### config.mk
export PLATFORM = sky130hd
export DESIGN_NAME = serial_addsub_unit
export DESIGN_NICKNAME = d
export VERILOG_FILES = /design/src/rtl/serial_addsub_unit.sv
export SDC_FILE = /design/constraint.sdc
export NUM_CORES = 1
export LEC_CHECK = 0
export ABC_AREA = 1
export BUFFER_PORTS_ARGS = -buffer_cell sky130_fd_sc_hd__buf_2
export CORE_ASPECT_RATIO = 1.4
export CORE_MARGIN = 2
export CORE_UTILIZATION = 48
export CTS_CLUSTER_SIZE = 16
export DETAILED_ROUTE_END_ITERATION = 10
export HOLD_SLACK_MARGIN = 0.06
export PLACE_DENSITY = 0.67
export SETUP_SLACK_MARGIN = 0.5
export SLEW_MARGIN = 20
export SYNTH_ARGS = -nofsm -noshare
export SYNTH_HDL_FRONTEND = slang
export SYNTH_HIERARCHICAL = 1
export SYNTH_SLANG_ARGS = --single-unit
### constraint.sdc
create_clock -name clk -period 4.9 [get_ports clk]
set_clock_uncertainty 0.2 [all_clocks]
set_input_delay 0.49 -clock clk [delete_from_list [all_inputs] [get_ports clk]]
set_output_delay 0.49 -clock clk [all_outputs]
set_load 0.005 [all_outputs]
### src/rtl/serial_addsub_unit.sv
// serial_addsub_unit: bit-serial add/subtract engine, LSB first.
//
// One full adder/subtractor slice is reused for WIDTH clocks. The carry
// lives in a flip-flop between bits, and each sum bit enters a shift
// register from the MSB end. The visible result and flags are loaded
// only when the last bit completes, so they hold steady while the next
// operation runs.
//
// Ports:
//   clk        system clock, rising edge
//   reset      synchronous, active-high; clears all state
//   start      request pulse, accepted only in IDLE
//   subtr      0 = a+b, 1 = a-b (latched with the operands)
//   a, b       WIDTH-bit operands, latched when start is accepted
//   busy       high while bits are being processed
//   done       one-cycle pulse when result/flags become valid
//   result     a+b or a-b mod 2^WIDTH
//   carry_out  carry out of the MSB slice (1 = no borrow when subtracting)
//   overflow   signed overflow
//   zero       result == 0
//   negative   result[WIDTH-1]

// Single-bit full adder/subtractor slice. B is inverted when subtracting;
// the +1 of the two's complement comes in through the initial carry.
module serial_addsub_cell (
    input  logic a,
    input  logic b,
    input  logic subtr,
    input  logic cin,
    output logic sum,
    output logic cout
);
    logic bx;

    assign bx   = b ^ subtr;
    assign sum  = a ^ bx ^ cin;
    assign cout = (a & bx) | (a & cin) | (bx & cin);
endmodule

module serial_addsub_unit #(
    parameter int WIDTH = 64,
    parameter int CNT_W = (WIDTH > 1) ? $clog2(WIDTH) : 1
) (
    input  logic             clk,
    input  logic             reset,
    input  logic             start,
    input  logic             subtr,
    input  logic [WIDTH-1:0] a,
    input  logic [WIDTH-1:0] b,
    output logic             busy,
    output logic             done,
    output logic [WIDTH-1:0] result,
    output logic             carry_out,
    output logic             overflow,
    output logic             zero,
    output logic             negative
);
    localparam logic [1:0] S_IDLE = 2'd0;
    localparam logic [1:0] S_RUN  = 2'd1;
    localparam logic [1:0] S_DONE = 2'd2;

    localparam logic [CNT_W-1:0] LAST = CNT_W'(WIDTH - 1);

    logic [1:0]       state;
    logic [CNT_W-1:0] cnt;
    logic [WIDTH-1:0] a_q, b_q;
    logic             sub_q;
    logic             c_q;
    logic [WIDTH-1:0] sr;

    logic             sum_bit, cout_bit;
    logic [WIDTH-1:0] sr_nxt;

    serial_addsub_cell u_cell (
        .a     (a_q[cnt]),
        .b     (b_q[cnt]),
        .subtr (sub_q),
        .cin   (c_q),
        .sum   (sum_bit),
        .cout  (cout_bit)
    );

    // New bit enters at the top; after WIDTH shifts bit 0 lands at sr[0].
    assign sr_nxt = {sum_bit, sr[WIDTH-1:1]};

    assign busy = (state == S_RUN);
    assign done = (state == S_DONE);

    always_ff @(posedge clk) begin
        if (reset) begin
            state     <= S_IDLE;
            cnt       <= '0;
            a_q       <= '0;
            b_q       <= '0;
            sub_q     <= 1'b0;
            c_q       <= 1'b0;
            sr        <= '0;
            result    <= '0;
            carry_out <= 1'b0;
            overflow  <= 1'b0;
            zero      <= 1'b0;
            negative  <= 1'b0;
        end else begin
            case (state)
                S_IDLE: begin
                    if (start) begin
                        a_q   <= a;
                        b_q   <= b;
                        sub_q <= subtr;
                        c_q   <= subtr;   // +1 of two's complement
                        cnt   <= '0;
                        state <= S_RUN;
                    end
                end
                S_RUN: begin
                    sr  <= sr_nxt;
                    c_q <= cout_bit;
                    cnt <= cnt + 1'b1;
                    if (cnt == LAST) begin
                        result    <= sr_nxt;
                        carry_out <= cout_bit;
                        // c_q is still the carry into the MSB slice here
                        overflow  <= c_q ^ cout_bit;
                        zero      <= ~|sr_nxt;
                        negative  <= sr_nxt[WIDTH-1];
                        state     <= S_DONE;
                    end
                end
                S_DONE: state <= S_IDLE;
                default: state <= S_IDLE;
            endcase
        end
    end
endmodule

==> run summary, run 1 <==
Overall power - 5.08 mW
Complex-gate fraction of the synthesized area - 14.9%
Syn_nets - 1603
RD Place Congestion - 0.777
Crit Path Class - reg2reg
Vias in the first global route - 9983
Largest cells by area after synthesis - dfxtp_1 (50%), nor2_1 (10%), o21ai_0 (10%)
Synth async-reset ratio - 0%
I/O Buffers - 201
Main combinational cell family by area after synthesis - simple AND/OR/NAND/NOR gates
Num CTS Buffers - 26
Min Hold Slack - 0.133 ns
Minimum clock period - 3.43 ns
Clk Tree Root Cell - clkbuf_16
Pwr Density - 366 nW/um2
Synth top area share - 50.2%
CP arrival - 3.69 ns
Slew Viols, Final - 0
Simple-gate portion of the synthesized area - 27.6%
Met2 GRT Util - 43.7%
Adder-Cell Fraction of Synth Area - 0.304%
Peak supply drop - 263 uV
Synth-to-Final Area Change - 29.9%
Period utilization - 70.0%
Sequential area share after synthesis - 50.2%
Count leader, synth - nor2_1
Element type at the critical path start - flip-flop
Netlist cell types - 30
Setup TNS Final - 0 ns
Drt total wl - 29.9 mm
Post-synthesis mux area share - 0%
DRC Markers - 0
Area leader, netlist - dfxtp_1
Peak Freq - 291 MHz
Crit-path max cell delay - 0.75 ns
Area share of xor/xnor cells in the synthesized design - 0.0820%
Critical Path RT - 5.15 ns
Core area - 21900 um2
Starting Density - 48.9%
Yosys reg bits - 268
Non-Filler Instances - 2041
Hpwl dp - 17.1 mm
ANT cells - 0
Bufs on Longest Clock Path - 3
Mapped cell area - 10700 um2
Crit end category - flip-flop
Hold crit path type - in2reg
Pre-Repair DR Iteration Count - 5
CTS sink cnt - 268
Placed Cells - 1867
CP max FO - 64
Final setup fails - 0
Clock Latency Late Sink - 0.53 ns
Synthesis Warnings - 6
Per-cell routed wire length - 14.6 um
Vias - 10580
Critical path's top delay family - simple AND/OR/NAND/NOR gates
Pleak - 6.15 nW
Post-synth top cells - nor2_1 (298), dfxtp_1 (268), o21ai_0 (217), nand2_1 (211), nand3_1 (176)
GRT busiest layer - met2
M3 GR Usage - 3.09%
Fin nets - 1861
Most used flip-flop cell after synthesis - dfxtp_1
Met1 Resource Use GR - 30.8%
Largest net degree at the start of global routing - 135
Slew margin rel. - 28.1%
Final Hold Viols - 0
Crit-path slowest cell - inv_2
IO Pins - 202
Maxcap violations - 0
CTS tree - done
Synth Area per Inst - 7.27 um2
First-pass GRT wire length - 47.9 mm
Filler Cell Count - 1914
Antenna-violating nets left - 0
Initial antenna violation count - 0
Die height - 181 um
Clk pin slew, worst setup/hold paths - 0.06 ns
Buffer and inverter count on the worst path - 4
Vias per cell - 5.18
Cell chain of the critical path - inv_2 -> nand2_1 -> nand3_1 -> nand3_1 -> nand2_1 -> nand2_1 -> nand3_1 -> nand3_1 -> nand2_1 -> inv_1 -> nand2_1 -> nand2_1 -> fa_1 -> inv_1 -> inv_1 -> nand4_1 -> nor2_1 -> nand2_1 -> nor2_1 -> nand3_1 -> a21oi_1
Mapped Cells - 1469
Die area - 23500 um2
Gr ovfl total - 0
Most used cell, CP - nand2_1
EDFF count, synth - 0
Worst-margin pin slew - 1.08 ns
RSZ-0062 raised after global routing - false
Tot GR Track Use - 24.5%
Die width - 130 um
Status - completed
Final Util - 63.5%
Proportion of layout cells with a drive suffix above 1 - 15.9%
H-Tree Depth - 1
DRT iter0 DRCs - 787
Rows - 64
[sequential cells by signal, summed over array words and instances, names as in the netlist]
signal and count:
b_q 64, zero 1, c_q 1, state 2, sub_q 1, a_q 64
cnt 6, result 64, sr 63, overflow 1, carry_out 1
[layout by cell type, fill, tap and decap left out, types with 2 or more instances in the layout]
master	netlist	final
bufinv_16	0	3
nand3_1	176	176
clkinv_2	0	5
a221oi_1	2	2
nand2_2	2	2
nor2_1	298	297
inv_2	6	5
dfxtp_1	268	267
dlygate4sd3_1	0	129
buf_6	3	2
clkbuf_8	0	6
clkbuf_16	0	27
o21ai_0	217	217
o21ai_2	10	10
nor3_1	3	3
a211oi_1	2	2
buf_4	1	9
nand2_1	211	211
o21ai_1	17	17
a21oi_1	58	58
clkbuf_1	83	4
inv_1	64	64
nor2_4	1	2
nand4_1	14	14
buf_2	17	201
[routing by layer]
metal,up-vias,wire [um]
met3,57,1480
met1,4881,12800
met2,324,14900
li1,5318,-
met4,0,696
met5,-,0
[kinds of logic after synthesis]
kind of cell               Yosys count
AOI/OAI and AO/OA                  308
xor gates and xnor gates             1
adders and majority gates            2
buffers and inverters              182
DFF                                268
and+or+nand+nor                    708
[worst paths after layout]
path,startpoint,end,slack [ns],depth (start not counted)
setup / recovery,cnt[0],zero,1.47,21
hold / removal,reset,c_q,0.13,2
setup reg to reg,cnt[0],zero,1.47,21
hold reg to reg,result[12],result[12],0.27,2
[power by group]
part           total, mW  switching [mW]  internal (mW)
Sequential          2.39          0.0729           2.32
Combinational      0.604           0.359          0.246
Clock               2.08           0.835           1.25
[final cells by class]
| type | instances | area [um2] | share of cell area (%) |
|---|---|---|---|
| clock buffer | 37 | 773 | 5.57 |
| inverter | 71 | 274 | 1.97 |
| tap | 297 | 372 | 2.68 |
| multi-input combinational | 1019 | 4600 | 33.1 |
| clock inverter | 8 | 115 | 0.829 |
| sequential | 268 | 5370 | 38.7 |
| timing repair buffer | 341 | 2390 | 17.2 |
[worst register-to-register path: stages, from the launching register on]
cell and delay, ns:
dfxtp_2 0.32, inv_2 0.75, nand2_1 0.16, nand3_1 0.11, nand3_1 0.09, nand2_1 0.08, nand2_1 0.05, nand3_1 0.08
nand3_1 0.11, nand2_1 0.12, inv_1 0.04, nand2_1 0.05, nand2_1 0.06, fa_1 0.49, inv_1 0.04, inv_1 0.08
nand4_1 0.09, nor2_1 0.09, nand2_1 0.05, nor2_1 0.09, nand3_1 0.07, a21oi_1 0.12
[metrics by stage]
step,setup slack (ns),instance area (um2)
after global placement,1.56,11700
after CTS,1.41,13900
after detailed placement,1.46,11700
after global routing,1.12,13900
after floorplan,2.15,10700
final,1.47,13900
[timing repair]
action / CTS / global route
hold buffers: 129 / 0
setup buffers: 0 / 0
gates resized for setup: 0 / 0
endpoints found under the setup margin: 0 / 0
hold endpoints to repair: 130 / 0
Power figures use the tool's default switching activity.
==> run 2: changes to the inputs <==
==> constraint.sdc (replaced) <==
create_clock -name clk -period 3.4 [get_ports clk]
set_clock_uncertainty 0.2 [all_clocks]
set_input_delay 0.34 -clock clk [delete_from_list [all_inputs] [get_ports clk]]
set_output_delay 0.34 -clock clk [all_outputs]
set_load 0.005 [all_outputs]
==> run summary, run 2 (same netlist as run 1, synthesis figures left out) <==
Status - completed
RSZ-0062 raised after global routing - true
Hold crit path type - reg2reg
Num CTS Buffers - 25 (-3.8%)
Clock Latency Late Sink - 0.51 ns (-0.02 ns)
Hpwl dp - 17.4 mm (+2.0%)
Pre-Repair DR Iteration Count - 5 (unchanged)
Core area - 21900 um2 (unchanged)
Reg2Reg Setup Slack - 0.55 ns (-0.92 ns)
Clock network power share - 39.3% (-1.7 points)
Tot GR Track Use - 25.1% (+0.55 points)
Worst Setup EP - zero
Switching share of total power - 24.9% (-0.063 points)
Synth-to-Final Area Change - 32.0%
Sequential power share - 47.9% (+0.8 points)
Final Hold Viols - 0 (unchanged)
Pleak - 6.24 nW (+1.4%)
Register-to-Register Path Depth - 21 (unchanged)
Starting Density - 48.9% (unchanged)
Period utilization - 83.8% (+14 points)
Reg2Reg Launch Point - cnt[0]
Peak supply drop - 334 uV (+27%)
Crit Path Class - reg2reg
Minimum clock period - 2.85 ns (-0.581 ns)
Most frequent cells in the layout - nor2_1 (297), dfxtp_1 (266), o21ai_0 (217), nand2_1 (210), buf_2 (201)
Die height - 181 um (unchanged)
Per-cell routed wire length - 14.6 um (about the same)
RD Place Congestion - 0.786 (+1.2%)
Largest net degree at the start of global routing - 133 (-1.5%)
Proportion of layout cells with a drive suffix above 1 - 16.6% (+0.71 points)
Slew margin rel. - 43.2% (+15 points)
Element type at the critical path start - flip-flop
Reg2reg end - zero
ANT cells - 0 (unchanged)
Clk pin slew, worst setup/hold paths - 0.06 ns (about the same)
First-pass GRT wire length - 48.9 mm (+2.3%)
Initial antenna violation count - 0 (unchanged)
Slew Viols, Final - 0 (unchanged)
CTS sink cnt - 268 (unchanged)
Vias in the first global route - 10332 (+3.5%)
Non-Filler Instances - 2051 (+0.49%)
DRC Markers - 0 (unchanged)
Pwr Density - 511 nW/um2 (+40%)
Placed Cells - 1874 (+0.37%)
Bufs on Longest Clock Path - 3 (unchanged)
CTS tree - done
Peak Freq - 351 MHz (+20%)
Clk Tree Root Cell - clkbuf_16
CP max FO - 23 (-64%)
Fin nets - 1874 (+0.70%)
Overall power - 7.20 mW (+42%)
Drt total wl - 30.0 mm (+0.54%)
Die area - 23500 um2 (unchanged)
Min Hold Slack - 0.271 ns (+0.137 ns)
Top Registers - a_q (64), b_q (64), result (64)
CP arrival - 3.10 ns (-0.59 ns)
Gr ovfl total - 0 (unchanged)
Net Sw Power - 1.79 mW (+42%)
Final setup fails - 0 (unchanged)
Antenna-violating nets left - 0 (unchanged)
IO Pins - 202 (unchanged)
Maxcap violations - 0 (unchanged)
Critical Path RT - 3.65 ns (-1.50 ns)
Worst setup path start - cnt[0]
Vias - 10717 (+1.3%)
I/O Buffers - 201 (unchanged)
Vias per cell - 5.23 (+0.80%)
Rows - 64 (unchanged)
Final Util - 64.5% (+1.0 points)
Filler Cell Count - 1970 (+2.9%)
Crit end category - flip-flop
Commonest non-fill, non-tap cell in the layout - nor2_1
Die width - 130 um (unchanged)
Setup TNS Final - 0 ns (unchanged)
Int Power - 5.41 mW (+42%)
Combinational share of power - 12.8% (+0.9 points)
DRT iter0 DRCs - 794 (+0.89%)
H-Tree Depth - 1 (unchanged)
Worst-margin pin slew - 0.852 ns (-0.227 ns)
[run 2: cell types whose count changed in the layout (fill, tap and decap cells not counted), sizes merged]
cell | before | now
buf | 212 | 223
clkbuf | 37 | 35
clkinv | 5 | 3
clkinvlp | 0 | 1
dlygate4sd3 | 129 | 131
[run 2: worst min path at each step]
stage	start	endpoint	slack, ns	cells past startpoint
after global routing	result[11]	result[11]	0.29	2
after floorplan	sr[1]	result[0]	0.24	2
after detailed placement	result[29]	result[29]	0.26	2
after global placement	result[29]	result[29]	0.26	2
final	result[26]	result[26]	0.27	2
after CTS	result[12]	result[12]	0.28	2
[run 2: worst max-delay path: stages, from the launching register on]
cell and delay [ns]:
dfxtp_4 0.43, buf_12 0.18, nand2_1 0.06, nand3_1 0.09
nand3_1 0.08, nand2_1 0.08, nand2_1 0.06, nand3_2 0.08
nand3_2 0.11, nand2_2 0.10, inv_1 0.04, nand2_1 0.05
nand2_1 0.06, fa_1 0.48, inv_1 0.05, inv_2 0.06
nand4_1 0.09, nor2_1 0.09, nand2_1 0.05, nor2_1 0.11
nand3_1 0.10, a21oi_2 0.14
[run 2: metal layers]
metal | global-route usage [%] | wire, um
met1 | 31.5 | 12700
met2 | 44.2 | 15200
met3 | 2.97 | 1350
met4 | 7.91 | 817
met5 | 0 | 0
[run 2: layout make-up]
class / instances / area [um2] / share of cell area (%)
Clock buffer: 34 / 709 / 5.03
Tap cell: 297 / 372 / 2.63
Multi-Input combinational cell: 1019 / 4610 / 32.7
Inverter: 71 / 284 / 2.01
Clock inverter: 7 / 113 / 0.798
Timing Repair Buffer: 355 / 2650 / 18.8
Sequential cell: 268 / 5370 / 38.1
[run 2: power by group through the flow]
stage	Combinational, mW	Sequential, mW	Clock, mW
after floorplan	0.538	3.47	0
after global routing	1.05	3.47	3.01
after global placement	0.737	3.51	0
final	0.922	3.45	2.83
after detailed placement	0.751	3.51	0
after CTS	0.903	3.45	2.89
[run 2: per-stage QoR]
stage	worst slack [ns]	instance area [um2]
floorplan	0.647	10700
global placement	0.414	11800
detailed placement	0.337	11800
CTS	0.509	14100
global route	0.308	14100
finish	0.550	14100
[run 2: what timing repair did]
| action | in CTS | in global routing |
|---|---|---|
| cloned | 2 | 1 |
| endpoints found under the setup margin | 1 | 1 |
| hold buffers | 131 | 0 |
| resized for setup | 13 | 8 |
| buffers inserted | 2 | 0 |
| hold endpoints to repair | 136 | 0 |
| pin swaps | 1 | 3 |
